File: src/rtl/sc_pkg.sv
// Shared state encoding and sizing helpers for the slow-control chain loader.
package sc_pkg;

  typedef enum logic [1:0] {
    ST_IDLE,
    ST_SHIFT,
    ST_VERIFY,
    ST_DONE
  } sc_state_t;

  localparam int SC_BITS_MAROC = 829;

  // Width of a counter that must be able to hold the value `total` itself.
  function automatic int sc_cnt_w(input int total);
    return (total < 1) ? 1 : $clog2(total + 1);
  endfunction

endpackage

File: src/rtl/sc_clk_div.sv
// Serial-clock generator: SCK is low for CLK_DIV cycles then high for CLK_DIV
// cycles; rise/fall flag the clock edge on which SCK is about to toggle.
module sc_clk_div #(
  parameter int CLK_DIV = 1
) (
  input  logic clk,
  input  logic rst,
  input  logic en,
  output logic sck,
  output logic rise,
  output logic fall
);

  localparam int PW = (CLK_DIV > 1) ? $clog2(CLK_DIV) : 1;
  localparam logic [PW-1:0] LAST = PW'(CLK_DIV - 1);

  logic [PW-1:0] phase;
  logic          wrap;

  assign wrap = en && (phase == LAST);
  assign rise = wrap && !sck;
  assign fall = wrap && sck;

  // Disabling parks the divider at the start of a low phase, so every transfer begins aligned.
  always_ff @(posedge clk) begin
    if (rst || !en) begin
      phase <= '0;
      sck   <= 1'b0;
    end else if (wrap) begin
      phase <= '0;
      sck   <= ~sck;
    end else begin
      phase <= phase + PW'(1);
    end
  end

endmodule

File: src/rtl/sc_chain_loader.sv
// Slow-control serializer: shifts a captured configuration image into an ASIC
// daisy chain and optionally re-shifts it while checking the returned stream.
module sc_chain_loader
  import sc_pkg::*;
#(
  parameter int SC_BITS   = SC_BITS_MAROC,
  parameter int N_ASIC    = 1,
  parameter int CLK_DIV   = 1,
  parameter int LSB_FIRST = 1,
  localparam int TOTAL    = SC_BITS * N_ASIC,
  localparam int CW       = sc_cnt_w(TOTAL)
) (
  input  logic             CK_SC,
  input  logic             rst,
  input  logic             start,
  input  logic             verify_en,
  input  logic [TOTAL-1:0] cfg_data,
  input  logic             Q_SC,
  output logic             D_SC,
  output logic             SCK_SC,
  output logic             SC_EN,
  output logic             busy,
  output logic             done,
  output logic [CW-1:0]    err_cnt,
  output logic             verify_ok
);

  localparam logic [CW-1:0] LAST_BIT = CW'(TOTAL - 1);

  sc_state_t        state;
  logic [TOTAL-1:0] image;
  logic [CW-1:0]    bit_idx;
  logic             verify_req;
  logic             rise;
  logic             fall;

  sc_clk_div #(.CLK_DIV(CLK_DIV)) u_div (
    .clk  (CK_SC),
    .rst  (rst),
    .en   (SC_EN),
    .sck  (SCK_SC),
    .rise (rise),
    .fall (fall)
  );

  function automatic logic first_bit(input logic [TOTAL-1:0] img);
    return (LSB_FIRST != 0) ? img[0] : img[TOTAL-1];
  endfunction

  // The image rotates rather than shifts, so after one pass it is back in place for verify.
  function automatic logic [TOTAL-1:0] rotate(input logic [TOTAL-1:0] img);
    return (LSB_FIRST != 0) ? {img[0], img[TOTAL-1:1]} : {img[TOTAL-2:0], img[TOTAL-1]};
  endfunction

  always_ff @(posedge CK_SC) begin
    if (rst) begin
      state      <= ST_IDLE;
      D_SC       <= 1'b0;
      SC_EN      <= 1'b0;
      busy       <= 1'b0;
      done       <= 1'b0;
      err_cnt    <= '0;
      verify_ok  <= 1'b0;
      bit_idx    <= '0;
      verify_req <= 1'b0;
    end else begin
      done <= 1'b0;
      case (state)
        ST_IDLE: begin
          if (start) begin
            image      <= cfg_data;
            verify_req <= verify_en;
            err_cnt    <= '0;
            verify_ok  <= 1'b0;
            bit_idx    <= '0;
            D_SC       <= first_bit(cfg_data);
            SC_EN      <= 1'b1;
            busy       <= 1'b1;
            state      <= ST_SHIFT;
          end
        end
        ST_SHIFT, ST_VERIFY: begin
          // D_SC holds the expected bit for the whole bit period, so it is the compare reference.
          if (state == ST_VERIFY && rise && (Q_SC != D_SC)) begin
            err_cnt <= err_cnt + CW'(1);
          end
          if (fall) begin
            image <= rotate(image);
            D_SC  <= first_bit(rotate(image));
            if (bit_idx == LAST_BIT) begin
              bit_idx <= '0;
              if (state == ST_SHIFT && verify_req) begin
                state <= ST_VERIFY;
              end else begin
                state     <= ST_DONE;
                SC_EN     <= 1'b0;
                D_SC      <= 1'b0;
                done      <= 1'b1;
                verify_ok <= verify_req && (err_cnt == '0);
              end
            end else begin
              bit_idx <= bit_idx + CW'(1);
            end
          end
        end
        ST_DONE: begin
          busy  <= 1'b0;
          state <= ST_IDLE;
        end
        default: state <= ST_IDLE;
      endcase
    end
  end

endmodule

File: config.mk
export PLATFORM = sky130hd
export DESIGN_NAME = sc_chain_loader
export DESIGN_NICKNAME = d
export VERILOG_FILES = /design/src/rtl/sc_pkg.sv /design/src/rtl/sc_clk_div.sv /design/src/rtl/sc_chain_loader.sv
export SDC_FILE = /design/constraint.sdc
export NUM_CORES = 2
export LEC_CHECK = 0
export ABC_AREA = 1
export ABC_CLOCK_PERIOD_IN_PS = 107000
export BUFFER_PORTS_ARGS = -buffer_cell sky130_fd_sc_hd__buf_2
export CORE_AREA = 5 5 326 328
export CTS_BUF_LIST = sky130_fd_sc_hd__clkbuf_8
export DETAILED_ROUTE_END_ITERATION = 16
export DIE_AREA = 0 0 331 333
export SYNTH_ARGS = -nofsm -noshare
export SYNTH_HDL_FRONTEND = slang
export SYNTH_SLANG_ARGS = --single-unit
File: constraint.sdc
create_clock -name CK_SC -period 107 [get_ports CK_SC]
set_input_delay 21.4 -clock CK_SC [delete_from_list [all_inputs] [get_ports CK_SC]]
set_output_delay 21.4 -clock CK_SC [all_outputs]
set_load 0.02 [all_outputs]
==> reports/results.ini <==
[timing]
slew_violations=0
rsz_0062_raised_after_global_routing=no
finalSetupViolations=0
slew-limit-headroom_pct=22.8
finalWorstSetupSlack_ps=82900
clock-skew-final_ps=36.7
fin_tns_setup_ps=0
post_route_minimum_period_ps=24100
fmaxAchievable_mhz=41.5
timing_hold_violations_final=0
min_period_over_period_pct=22.5
worst-slew-pin-transition_ps=1160

[worst_setup_path]
crit_required_ps=107410
critPathKind=in -> reg
timing.critical_path.buf_inv=5
stage_delay_of_the_slowest_cell_on_the_critical_path_ps=870
cp_common_cell=sky130_fd_sc_hd__buf_4
cpLargestDelayFamily=buffers and inverters
worstSetupStartpointType=input pin
path_cells=buf_2, nor2_4, inv_4, nand2_1, nor3_2, buf_4, buf_4, buf_4
critical_path_cell_count=8
cp-end-kind=flip-flop
reg2reg_depth=8
path_max_fanout=73
worst-endpoint-arrival_ps=24510
cp_slowest_cell=sky130_fd_sc_hd__buf_4

[placement]
preCtsSetupSlack_ps=82150
gpl.final_weighted_congestion=0.859
detailed_placement_wirelength_estimate_um=70200
numPlacedInstances=5816
numPortBuffers=849

[cts]
cts_resized=0
ctsHtreeMaxLevel=4
cts_inserted_buffers=149
cts_sinks=859
ctsRootBufferMaster=sky130_fd_sc_hd__clkbuf_8
path_clk_slew_ps=60
postCtsHoldBufs=0
cts_tree=built
worst_skew_pair.late_latency_ps=820
postCtsSetupBuffers=0
clock_tree.buffer_depth=3

[grt]
grt_pass1_wl_um=149000
first_global_vias=27000
grt_start_max_net_pins=215
grt_overflow=0
number_of_antenna_violations_at_the_first_check_in_global_routing=54
global_route_usage_sum_pct=17.4

[die]
starting_density_of_the_core_pct=35.7
floorplan.rows=118
area_of_the_core_um2=103000
num_io_pins=850
die_area_um2=110000
chipHeight_um=333
die_width_um=331

[logic_synthesis]
synth_top_family_by_area=simple AND/OR/NAND/NOR gates
synth_xor_area_share_pct=0.0715
synth_fp_nets=4594
synth-simple-area-share_pct=27.0
yosys_warnings=0
yosys.cell_types.count=34
synthMuxAreaShare_pct=0
synth_cells=3751
synth_compound_area_share_pct=0.538
summed_instance_area_of_the_synthesized_netlist_um2=36700
synthAdderAreaFrac_pct=0.306
mean_post_synth_cell_area_um2=9.80
postSynthRegisterBits=859
ys_seq_area_share_pct=69.4

[pwr]
power_leakage_nw=20.8
vdd_drop_max_uv=38.0
power.density_cell_area_nw_per_um2=32.0

[drt]
wire_per_inst_um=16.7
firstDrtPassIters=7
drt.antenna.violating_nets=0
drc=0
initialDrtViolationCount=2604
route.final.wire_length_um=102000
vias=27800
post_drt_via_cell_ratio=4.56

[cells_and_area]
mostFrequentLayoutCell=sky130_fd_sc_hd__nand2_1
finish.cell_count_without_fillers=6109
finish.net_count=5430
multiInputGateArea_um2=10300
seqCellArea_um2=25500
fillerInstances=10100
flow.area_growth_from_synthesis_pct=22.3
layout-drive-gt1-share_pct=22.8
mostFrequentLayoutCells=sky130_fd_sc_hd__nand2_1 (2543), sky130_fd_sc_hd__buf_2 (849), sky130_fd_sc_hd__edfxtp_1 (829)

[worst_hold_path]
worstHoldPathCells=1
hold_class=reg -> reg

[outcome]
outcome=completed

[run]
max_cap_violations=0

-- cell usage after synthesis --
cell type	instances	area [um2]
sky130_fd_sc_hd__buf_1	7	26.3
sky130_fd_sc_hd__ha_1	9	113
sky130_fd_sc_hd__nand3_1	20	100
sky130_fd_sc_hd__nand3_2	1	10.0
sky130_fd_sc_hd__xor2_1	3	26.3
sky130_fd_sc_hd__edfxtp_1	829	24900
sky130_fd_sc_hd__nor2_4	1	11.3
sky130_fd_sc_hd__o21ai_2	1	8.76
sky130_fd_sc_hd__nand2_2	2	12.5
sky130_fd_sc_hd__nand4_1	5	31.3
sky130_fd_sc_hd__nor2_1	27	101
sky130_fd_sc_hd__buf_2	90	450
sky130_fd_sc_hd__inv_4	2	12.5
sky130_fd_sc_hd__dfxtp_1	30	601
sky130_fd_sc_hd__o21ai_0	11	55.1
sky130_fd_sc_hd__inv_1	39	146
sky130_fd_sc_hd__o21ai_1	1	5.00
sky130_fd_sc_hd__nor3_1	7	35.0
sky130_fd_sc_hd__nand3b_1	1	7.51
sky130_fd_sc_hd__buf_4	1	7.51
sky130_fd_sc_hd__a211oi_1	2	15.0
sky130_fd_sc_hd__conb_1	1	3.75
sky130_fd_sc_hd__clkinv_4	1	8.76
sky130_fd_sc_hd__clkbuf_1	88	330
sky130_fd_sc_hd__inv_2	2	7.51
sky130_fd_sc_hd__nor4_1	1	6.26
sky130_fd_sc_hd__nand3_4	1	17.5
sky130_fd_sc_hd__or2_2	1	6.26
sky130_fd_sc_hd__nand2_4	2	22.5
sky130_fd_sc_hd__a31oi_1	2	12.5
sky130_fd_sc_hd__a21oi_4	1	16.3
sky130_fd_sc_hd__nand2_1	2543	9550
sky130_fd_sc_hd__a21oi_1	17	85.1
sky130_fd_sc_hd__nor2_2	2	12.5
-- state kept, by name (all words and copies together) (netlist names) --
name / count
verify_ok: 1
state: 2
u_div.phase: 1
image: 829
u_div.sck: 1
bit_idx: 10
SC_EN: 1
done: 1
err_cnt: 10
verify_req: 1
busy: 1
D_SC: 1
-- final timing paths --
kind                                from                     end  slack, ps
hold reg to reg   u_div.phase$_SDFF_PP0_  u_div.sck$_SDFFE_PP0N_        430
setup reg to reg   state[0]$_SDFFE_PP0P_    image[539]$_DFFE_PP_     102190
hold / removal    u_div.phase$_SDFF_PP0_  u_div.sck$_SDFFE_PP0N_        430
setup / recovery                   start     image[23]$_DFFE_PP_      82900
-- power by group --
part	total [W]	switching (W)	internal (W)	leakage, nW
Combinational	0.000515	0.000382	0.000133	11.2
Clock	0.000276	0.000137	0.000139	1.55
Sequential	0.000647	0.0000372	0.000610	8.05
-- per-layer routing --
metal | vias up | share of wire [%] | global-route usage [%]
met1 | 12800 | 41 | 21.7
met4 | 50 | 3.0 | 6.67
met3 | 222 | 9.1 | 5.92
li1 | 13800 | - | -
met5 | - | 0.34 | 0
met2 | 959 | 47 | 28.1
-- metrics by stage --
stage | cell area [um2] | total power [W] | hold WS, ps | util [%]
after floorplan | 36700 | 0.00126 | 413 | -
after global placement | 42200 | 0.00116 | 426 | 41.0
after detailed placement | 42200 | 0.00117 | 425 | 41.0
after CTS | 44800 | 0.00146 | 431 | 43.6
after global routing | 44900 | 0.00155 | 444 | 43.6
final | 44900 | 0.00144 | 428 | 43.7
-- cells by family (layout without fill, tap and decap cells) --
family | after synthesis | count (layout)
buffers and inverters | 230 | 1174
flip-flops | 859 | 859
AO/OA/AOI/OAI | 35 | 35
other | 1 | 35
adder cells (fa/ha/maj) | 9 | 9
XOR/XNOR | 3 | 3
AND/OR/NAND/NOR | 2614 | 2614
-- cell type report --
type                       count  share of cell area (%)
sequential                   859                    56.7
multi-input combinational   2662                    22.9
timing repair buffer         871                    9.99
clock buffer                 151                    4.63
tap                         1380                    3.84
clock inverter               108                    1.33
inverter                      44                   0.407
antenna                       34                   0.189
-- worst register-to-register path, cell delays in order, from the launching register on --
cell	delay [ps]
sky130_fd_sc_hd__dfxtp_1	410
sky130_fd_sc_hd__inv_1	120
sky130_fd_sc_hd__ha_4	440
sky130_fd_sc_hd__inv_8	620
sky130_fd_sc_hd__buf_4	810
sky130_fd_sc_hd__buf_4	850
sky130_fd_sc_hd__buf_12	610
sky130_fd_sc_hd__nand2_1	640
sky130_fd_sc_hd__nand2_1	160
(Power assumes the default switching activity.)
